--- src/rtl/cordic_angle_frontend.sv ---
// Angle front end for a CORDIC sin/cos core: folds [-pi,+pi] into [-pi/2,+pi/2],
// issues the core, and sign-corrects its results. Optional macro: CORDIC_TIMEOUT_EN.
module cordic_angle_frontend #(
  parameter int PI_Q16      = 205887,
  parameter int HALF_PI_Q16 = 102944
`ifdef CORDIC_TIMEOUT_EN
  ,
  parameter int TIMEOUT_CYCLES = 64
`endif
) (
  input  logic        clk,
  input  logic        rst_n,
  input  logic        start,
  input  logic [18:0] angle_in,
  output logic        busy,
  output logic        res_valid,
  output logic [17:0] res_cos,
  output logic [17:0] res_sin,
  output logic        range_err,
  output logic        timeout_err,
  output logic [17:0] cordic_angle,
  output logic        cordic_init,
  input  logic [17:0] cordic_cos,
  input  logic [17:0] cordic_sin,
  input  logic        cordic_done
);

  typedef enum logic [1:0] {
    S_IDLE  = 2'd0,
    S_ISSUE = 2'd1,
    S_WAIT  = 2'd2
  } state_t;

  localparam logic signed [18:0] C_PI      = 19'(PI_Q16);
  localparam logic signed [18:0] C_PI_N    = 19'(-PI_Q16);
  localparam logic signed [18:0] C_HALF    = 19'(HALF_PI_Q16);
  localparam logic signed [18:0] C_HALF_N  = 19'(-HALF_PI_Q16);
  localparam logic        [17:0] C_PI_18   = 18'(PI_Q16);

  state_t      r_state;
  logic        r_busy;
  logic        r_res_valid;
  logic [17:0] r_res_cos;
  logic [17:0] r_res_sin;
  logic        r_range_err;
  logic [17:0] r_cordic_angle;
  logic        r_init;
  logic        r_negate;
  logic        r_done_q;

  logic signed [18:0] w_a;
  logic        [17:0] w_reduced;
  logic               w_negate;
  logic               w_out_of_range;
  logic               w_done_rise;
  logic        [17:0] w_cos_fix;
  logic        [17:0] w_sin_fix;

  assign w_a = angle_in;

  // The folded result always fits 18 bits, so the add/sub is done modulo 2^18.
  always_comb begin
    w_reduced = angle_in[17:0];
    w_negate  = 1'b0;
    if (w_a > C_HALF) begin
      w_reduced = angle_in[17:0] - C_PI_18;
      w_negate  = 1'b1;
    end else if (w_a < C_HALF_N) begin
      w_reduced = angle_in[17:0] + C_PI_18;
      w_negate  = 1'b1;
    end
  end

  assign w_out_of_range = (w_a > C_PI) || (w_a < C_PI_N);
  assign w_done_rise    = cordic_done && !r_done_q;
  assign w_cos_fix      = r_negate ? -cordic_cos : cordic_cos;
  assign w_sin_fix      = r_negate ? -cordic_sin : cordic_sin;

`ifdef CORDIC_TIMEOUT_EN
  localparam int unsigned TMO_W = $clog2(TIMEOUT_CYCLES + 1);
  localparam logic [TMO_W-1:0] C_TMO_LAST = TMO_W'(TIMEOUT_CYCLES - 1);
  logic [TMO_W-1:0] r_tmo_cnt;
  logic             r_timeout_err;
  assign timeout_err = r_timeout_err;
`else
  assign timeout_err = 1'b0;
`endif

  always_ff @(posedge clk) begin
    if (!rst_n) begin
      r_state        <= S_IDLE;
      r_busy         <= 1'b0;
      r_res_valid    <= 1'b0;
      r_res_cos      <= '0;
      r_res_sin      <= '0;
      r_range_err    <= 1'b0;
      r_cordic_angle <= '0;
      r_init         <= 1'b0;
      r_negate       <= 1'b0;
      r_done_q       <= 1'b0;
`ifdef CORDIC_TIMEOUT_EN
      r_tmo_cnt      <= '0;
      r_timeout_err  <= 1'b0;
`endif
    end else begin
      r_done_q    <= cordic_done;
      r_res_valid <= 1'b0;
      r_range_err <= 1'b0;
      r_init      <= 1'b0;
`ifdef CORDIC_TIMEOUT_EN
      r_timeout_err <= 1'b0;
`endif
      case (r_state)
        S_IDLE: begin
          if (start) begin
            if (w_out_of_range) begin
              r_range_err <= 1'b1;
            end else begin
              r_cordic_angle <= w_reduced;
              r_negate       <= w_negate;
              r_busy         <= 1'b1;
              r_init         <= 1'b1;
              r_state        <= S_ISSUE;
            end
          end
        end
        S_ISSUE: begin
          r_state <= S_WAIT;
`ifdef CORDIC_TIMEOUT_EN
          r_tmo_cnt <= '0;
`endif
        end
        S_WAIT: begin
          if (w_done_rise) begin
            r_res_cos   <= w_cos_fix;
            r_res_sin   <= w_sin_fix;
            r_res_valid <= 1'b1;
            r_busy      <= 1'b0;
            r_state     <= S_IDLE;
          end
`ifdef CORDIC_TIMEOUT_EN
          else if (r_tmo_cnt == C_TMO_LAST) begin
            r_timeout_err <= 1'b1;
            r_busy        <= 1'b0;
            r_state       <= S_IDLE;
          end else begin
            r_tmo_cnt <= r_tmo_cnt + TMO_W'(1);
          end
`endif
        end
        default: r_state <= S_IDLE;
      endcase
    end
  end

  assign busy         = r_busy;
  assign res_valid    = r_res_valid;
  assign res_cos      = r_res_cos;
  assign res_sin      = r_res_sin;
  assign range_err    = r_range_err;
  assign cordic_angle = r_cordic_angle;
  assign cordic_init  = r_init;

endmodule

--- config.mk ---
export PLATFORM = sky130hd
export DESIGN_NAME = cordic_angle_frontend
export DESIGN_NICKNAME = d
export VERILOG_FILES = /design/src/rtl/cordic_angle_frontend.sv
export SDC_FILE = /design/constraint.sdc
export NUM_CORES = 1
export LEC_CHECK = 0
export BUFFER_PORTS_ARGS = -buffer_cell sky130_fd_sc_hd__clkbuf_2
export CELL_PAD_IN_SITES_DETAIL_PLACEMENT = 1
export CELL_PAD_IN_SITES_GLOBAL_PLACEMENT = 2
export CORE_MARGIN = 2
export CORE_UTILIZATION = 30
export CTS_BUF_LIST = sky130_fd_sc_hd__clkbuf_16
export DETAILED_ROUTE_END_ITERATION = 10
export GPL_TIMING_DRIVEN = 1
export HOLD_SLACK_MARGIN = 0.08
export PLACE_DENSITY = 0.89
export REMOVE_ABC_BUFFERS = 1
export SETUP_SLACK_MARGIN = 0.3
export SYNTH_ARGS = -nofsm -noshare
export SYNTH_HDL_FRONTEND = slang
export SYNTH_SLANG_ARGS = --single-unit
export TNS_END_PERCENT = 20
--- constraint.sdc ---
create_clock -name clk -period 2.19 [get_ports clk]
set_input_delay 0.219 -clock clk [delete_from_list [all_inputs] [get_ports clk]]
set_output_delay 0.219 -clock clk [all_outputs]
set_load 0.02 [all_outputs]
# After elaboration in Yosys (flattened, before gate mapping)
# Index checks and enable logic that the tools add are counted.
[word_totals]
ff_bits = 62
input_bits = 59
output_inout_bits = 59
word_cells = 52
[op_classes]
add_sub_neg = 4
order_cmp = 4
eq_ne = 5
mux = 17
bitwise_logic = 1
reduce_logical = 11
[op_table]
columns = ["op", "n"]
rows = [
  ["18-bit 2-to-1 mux", 4],
  ["18-bit negator", 2],
  ["19-bit by 18-bit greater-than comparator with 1-bit output (second input constant)", 1],
  ["19-bit greater-than comparator (second input constant)", 1],
  ["19-bit by 18-bit < comparator with 1-bit output (second input constant)", 1],
  ["19-bit < comparator (second input constant)", 1],
  ["18-bit adder (second input constant)", 1],
  ["18-bit subtractor (second input constant)", 1],
  ["3-bit AND reduction", 3],
  ["1-bit 2-to-1 mux", 8],
  ["2-bit 2-to-1 mux", 3],
  ["2-bit != test (second input constant)", 3],
  ["2-bit one-hot mux with 3 select lines", 1],
  ["2-bit AND reduction", 2],
  ["4-bit AND reduction", 1],
  ["2-bit by 1-bit equality test with 1-bit output (second input constant)", 1],
  ["2-bit equality test (second input constant)", 1],
  ["2-bit logical NOT", 1],
  ["1-bit one-hot mux with 2 select lines", 1],
  ["2-bit nonzero test", 1],
  ["1-bit logical AND", 1],
  ["1-bit logical NOT", 1],
  ["1-bit logical OR", 1],
  ["1-bit inverter", 1],
]

# Logic depth before layout (Yosys ltp)
[logic_depth]
word_depth = 5
ltp_mapped = 9
depth_no_buf = 8

# Worst setup path before layout
# No wires, ideal clock.
[synth_path]
kind = "input to register"
start = "in angle_in[15]"
end = "reg r_cordic_angle[1] (netlist: cordic_angle[1])"
setup_ps = 122
arrival_ps = 1874
required_time_ps = 2068
slack_ps = 194
stages = 6
n_path_buf = 2
cell_sequence = "buf_2 -> or2_2 -> o41ai_2 -> o211ai_2 -> buf_4 -> o311a_1"
[synth_between]
elab_chain_cells = 4
word_cells_on_any_way = 9
classes_between = "order compare (4); mux (2); bitwise (1); reduce/logical (2)"
[synth_rtl]
columns = ["element", "line", "rtl"]
rows = [
  ["from (decl)", "14", "input logic [18:0] angle_in,"],
  ["19-bit greater-than comparator / 19-bit < comparator (equally long branches)", "74", "assign w_out_of_range = (w_a > C_PI) || (w_a < C_PI_N);"],
  ["1-bit logical OR", "74", ""],
  ["1-bit inverter (no source line)", "-", ""],
  ["3-bit AND reduction (no source line)", "-", ""],
  ["to (signal assigned)", "119", "r_cordic_angle <= w_reduced;"],
  ["to (decl)", "46", "logic [17:0] r_cordic_angle;"],
]
# Several ways; a longest one is shown, not always the timed one.
# A chain may end at the register's enable or synchronous reset.

# Worst setup path after layout
[layout_path]
start = "in angle_in[11]"
end = "reg r_cordic_angle[1] (netlist: cordic_angle[1])"
# Same word-level chain as after synthesis.

==> results.md <==
- Cell with the most instances after synthesis: dfxtp_1
- Tcrit/Tclk final: 0.8277
- Fraction of registers with async set/reset: 0
- Largest net degree at the start of global routing: 52
- Reg clk slew, reported paths: roughly 50 ps
- Die area: approximately 0.014 sq mm
- Final Instance Area: 0.005119 sq mm
- Reg2reg path depth: 4
- Pwr Density: 634.2 mW/mm^2
- Core footprint: 0.01267 sq mm
- Worst hold start: cordic_done
- Final antenna-violating net count: 0
- Clock sinks: 62
- Die W: 118.0 microns
- I/O pin count: 118
- Maximum clock rate: ~550 MHz
- Initial Utilization: 0.3079
- Flop-to-flop setup slack: 510 ps
- HP Class: input port to flop
- Gr busiest metal: met2
- RSZ-0062 raised after global routing: yes
- Max IR drop VDD: ~0.00042 V
- Hpwl dp: 9868 microns
- Clock Path Buffers: 2
- Initial antenna violation count: 0
- CP max-delay cell: o41ai_2
- DRT iter0 DRCs: 212
- WS Path Type: input port to flop
- Placer congestion estimate: roughly 0.88
- Number of global-route vias before repair: 4224
- Max Slew Vio Count: 0
- Max-cap violations: 0
- Setup crit start kind: input port
- Worst-Skew Late Latency: 330 ps
- Pleak: 2.383 nW
- Post-DP Area: 0.004835 sq mm
- Critical path launch point: angle_in[11]
- Top cells by count, synth: dfxtp_1 (62), nand2_1 (61), xor2_1 (26)
- N_diodes: 0
- Worst EP required: 2410 ps
- Total track usage: 0.1875
- Setup violations, final: 0
- Worst R2R Start: r_state[1]
- Average size of a mapped cell: 8.518 sq um
- Post-CTS Setup Inserts: 0
- # DRC: 0
- M1 GR Usage: 0.2132
- Die height: 118.0 microns
- Area Overhead vs Synth: 31.21%
- Peak fanout along the critical path: 18
- Hold Violations, Final: 0
- Port Buf Inserts: 116
- Reg-to-Reg End: cordic_angle[1]
- Cts hold-fix bufs: 0
- Share of cells above drive strength 1: 0.3215
- Synth Register Bits: 62
- Final Skew: 4.565 ps
- Avg WL per Cell: ~17 microns
- Synth top area cells: dfxtp_1 (32%), o211a_1 (6.2%), nand2_1 (5.9%), xor2_1 (5.8%), xnor2_1 (5.2%)
- Row Count: 41
- Sequential share of the synthesized area: 0.3182
- Total CTS buffers: 9
- Global Route met3 Usage: 0.07074
- Netlist cell types: 67
- Number of enable flip-flop cells after synthesis: 0
- Data arrival time of the critical path: between 2000 and 2500 ps
- Status: finished, final reports clean
- TritonCTS clock tree: done
- Setup crit end kind: flop
- Top-area cell type share of the netlist area: 0.3182
- Pre-Repair DR Iteration Count: 4
- Crit path to: cordic_angle[1]
- Avg Vias per Cell: between 5 and 6
- Yosys Warn Count: 0
- Resized cells post-CTS: 0
- Total negative setup slack: 0 ps
- CTS H-tree depth: 3
- Post-Synthesis Cells: about 460
- Period minus WS final: 1813 ps
- Grt ovf: 0
- Met2 GRT Util: 0.3252
- Cell Area, Synth: 0.003901 sq mm
- DRT Wirelength: 12950 microns
- First-pass GRT wire length: approximately 21000 microns
- Layout net count: 650
- Slowest cell delay on critical path: 420 ps
- Root Driver: clkbuf_16
- Routed via count: 4056
- Crit path cell chain: clkbuf_2 > buf_4 > nor2_1 > nand2_1 > o41ai_2 > o211ai_2 > buf_12 > o311a_1
- Main synth FF type: dfxtp_1
- Post-synth top area cell: dfxtp_1
==> worst min path at each step <==
stage,endpoint,slack [ps],cells past startpoint
6_report,r_done_q,100,2
5_1_grt,r_done_q,100,2
4_1_cts,r_done_q,90,2
3_5_place_dp,r_done_q,440,2
3_3_place_gp,r_done_q,440,2
2_1_floorplan,busy,340,2
==> registers in the layout (all words and copies together) (netlist names) <==
register,flops
res_cos,18
res_sin,18
busy,1
r_done_q,1
cordic_angle,18
res_valid,1
r_negate,1
range_err,1
cordic_init,1
r_state,2
==> cell type report <==
cell class | instances | area, sq um
sequential | 62 | 1241
tap | 172 | 215.2
inverter | 11 | 41.29
fill | 1557 | 7552
clock inverter | 7 | 33.78
clock buffer | 9 | 225.2
timing repair buffer | 152 | 888.4
multi-input combinational | 350 | 2474
==> worst max-delay path, delay by kind of cell <==
kind	cells	cell delay [ps]
buf+inv	3	490
simple gates	2	350
compound gates	3	960
==> layer usage <==
metal | up-vias | part of all wire
met3 | 15 | 0.080
met4 | 0 | 0.015
met1 | 1973 | 0.42
met2 | 117 | 0.49
li1 | 1951 | -
met5 | - | 0
==> logic make-up (layout without fill, tap and decap cells) <==
| logic type | Yosys count | count (layout) | share of synthesized area |
|---|---|---|---|
| other | 1 | 1 | 0.0009612 |
| buffers and inverters | 46 | 179 | 0.05420 |
| AO/OA/AOI/OAI | 136 | 136 | 0.2848 |
| adder cells (fa/ha/maj) | 5 | 5 | 0.01604 |
| AND/OR/NAND/NOR | 158 | 158 | 0.2133 |
| multiplexers | 1 | 1 | 0.002566 |
| XOR/XNOR | 49 | 49 | 0.1100 |
| flip-flops | 62 | 62 | 0.3182 |
==> power breakdown <==
part,internal (mW),total (mW),switching (mW)
Clock,0.746,1.26,0.518
Sequential,1.19,1.23,0.0375
Combinational,0.317,0.758,0.441
Total,2.25,3.25,0.996
==> per-stage QoR <==
stage	utilization	setup WS (ps)	cells	power (mW)	hold WS, ps
after floorplan	-	240.7	423	1.655	335.1
after global placement	0.3816	36.55	747	1.989	436.4
after detailed placement	0.3816	11.50	747	2.006	439.0
after CTS	0.4020	366.6	763	3.300	86.62
after global routing	0.4040	240.3	763	3.425	101.3
final	0.4040	377.4	763	3.247	100.1
==> cell usage in the layout (no fill, tap or decap), types with 4 or more instances in the layout <==
cell | netlist | final
inv_1 | 11 | 13
nor3_1 | 9 | 9
clkbuf_16 | 0 | 9
clkbuf_2 | 0 | 116
ha_1 | 5 | 5
o22ai_1 | 4 | 4
a21oi_1 | 6 | 6
o211a_1 | 24 | 24
nor2b_1 | 6 | 6
xor2_1 | 26 | 26
o21ai_0 | 23 | 23
dfxtp_1 | 62 | 62
or2_2 | 6 | 6
o21ai_1 | 6 | 5
and2_1 | 7 | 7
o31ai_1 | 7 | 7
or4_1 | 8 | 7
o41ai_1 | 4 | 4
nand2_1 | 61 | 60
a211oi_1 | 5 | 4
nand3_1 | 11 | 11
xnor2_1 | 23 | 23
buf_4 | 4 | 33
a32o_1 | 18 | 18
or3_1 | 6 | 6
nor2_1 | 20 | 20
Power figures use the tool's default switching activity.
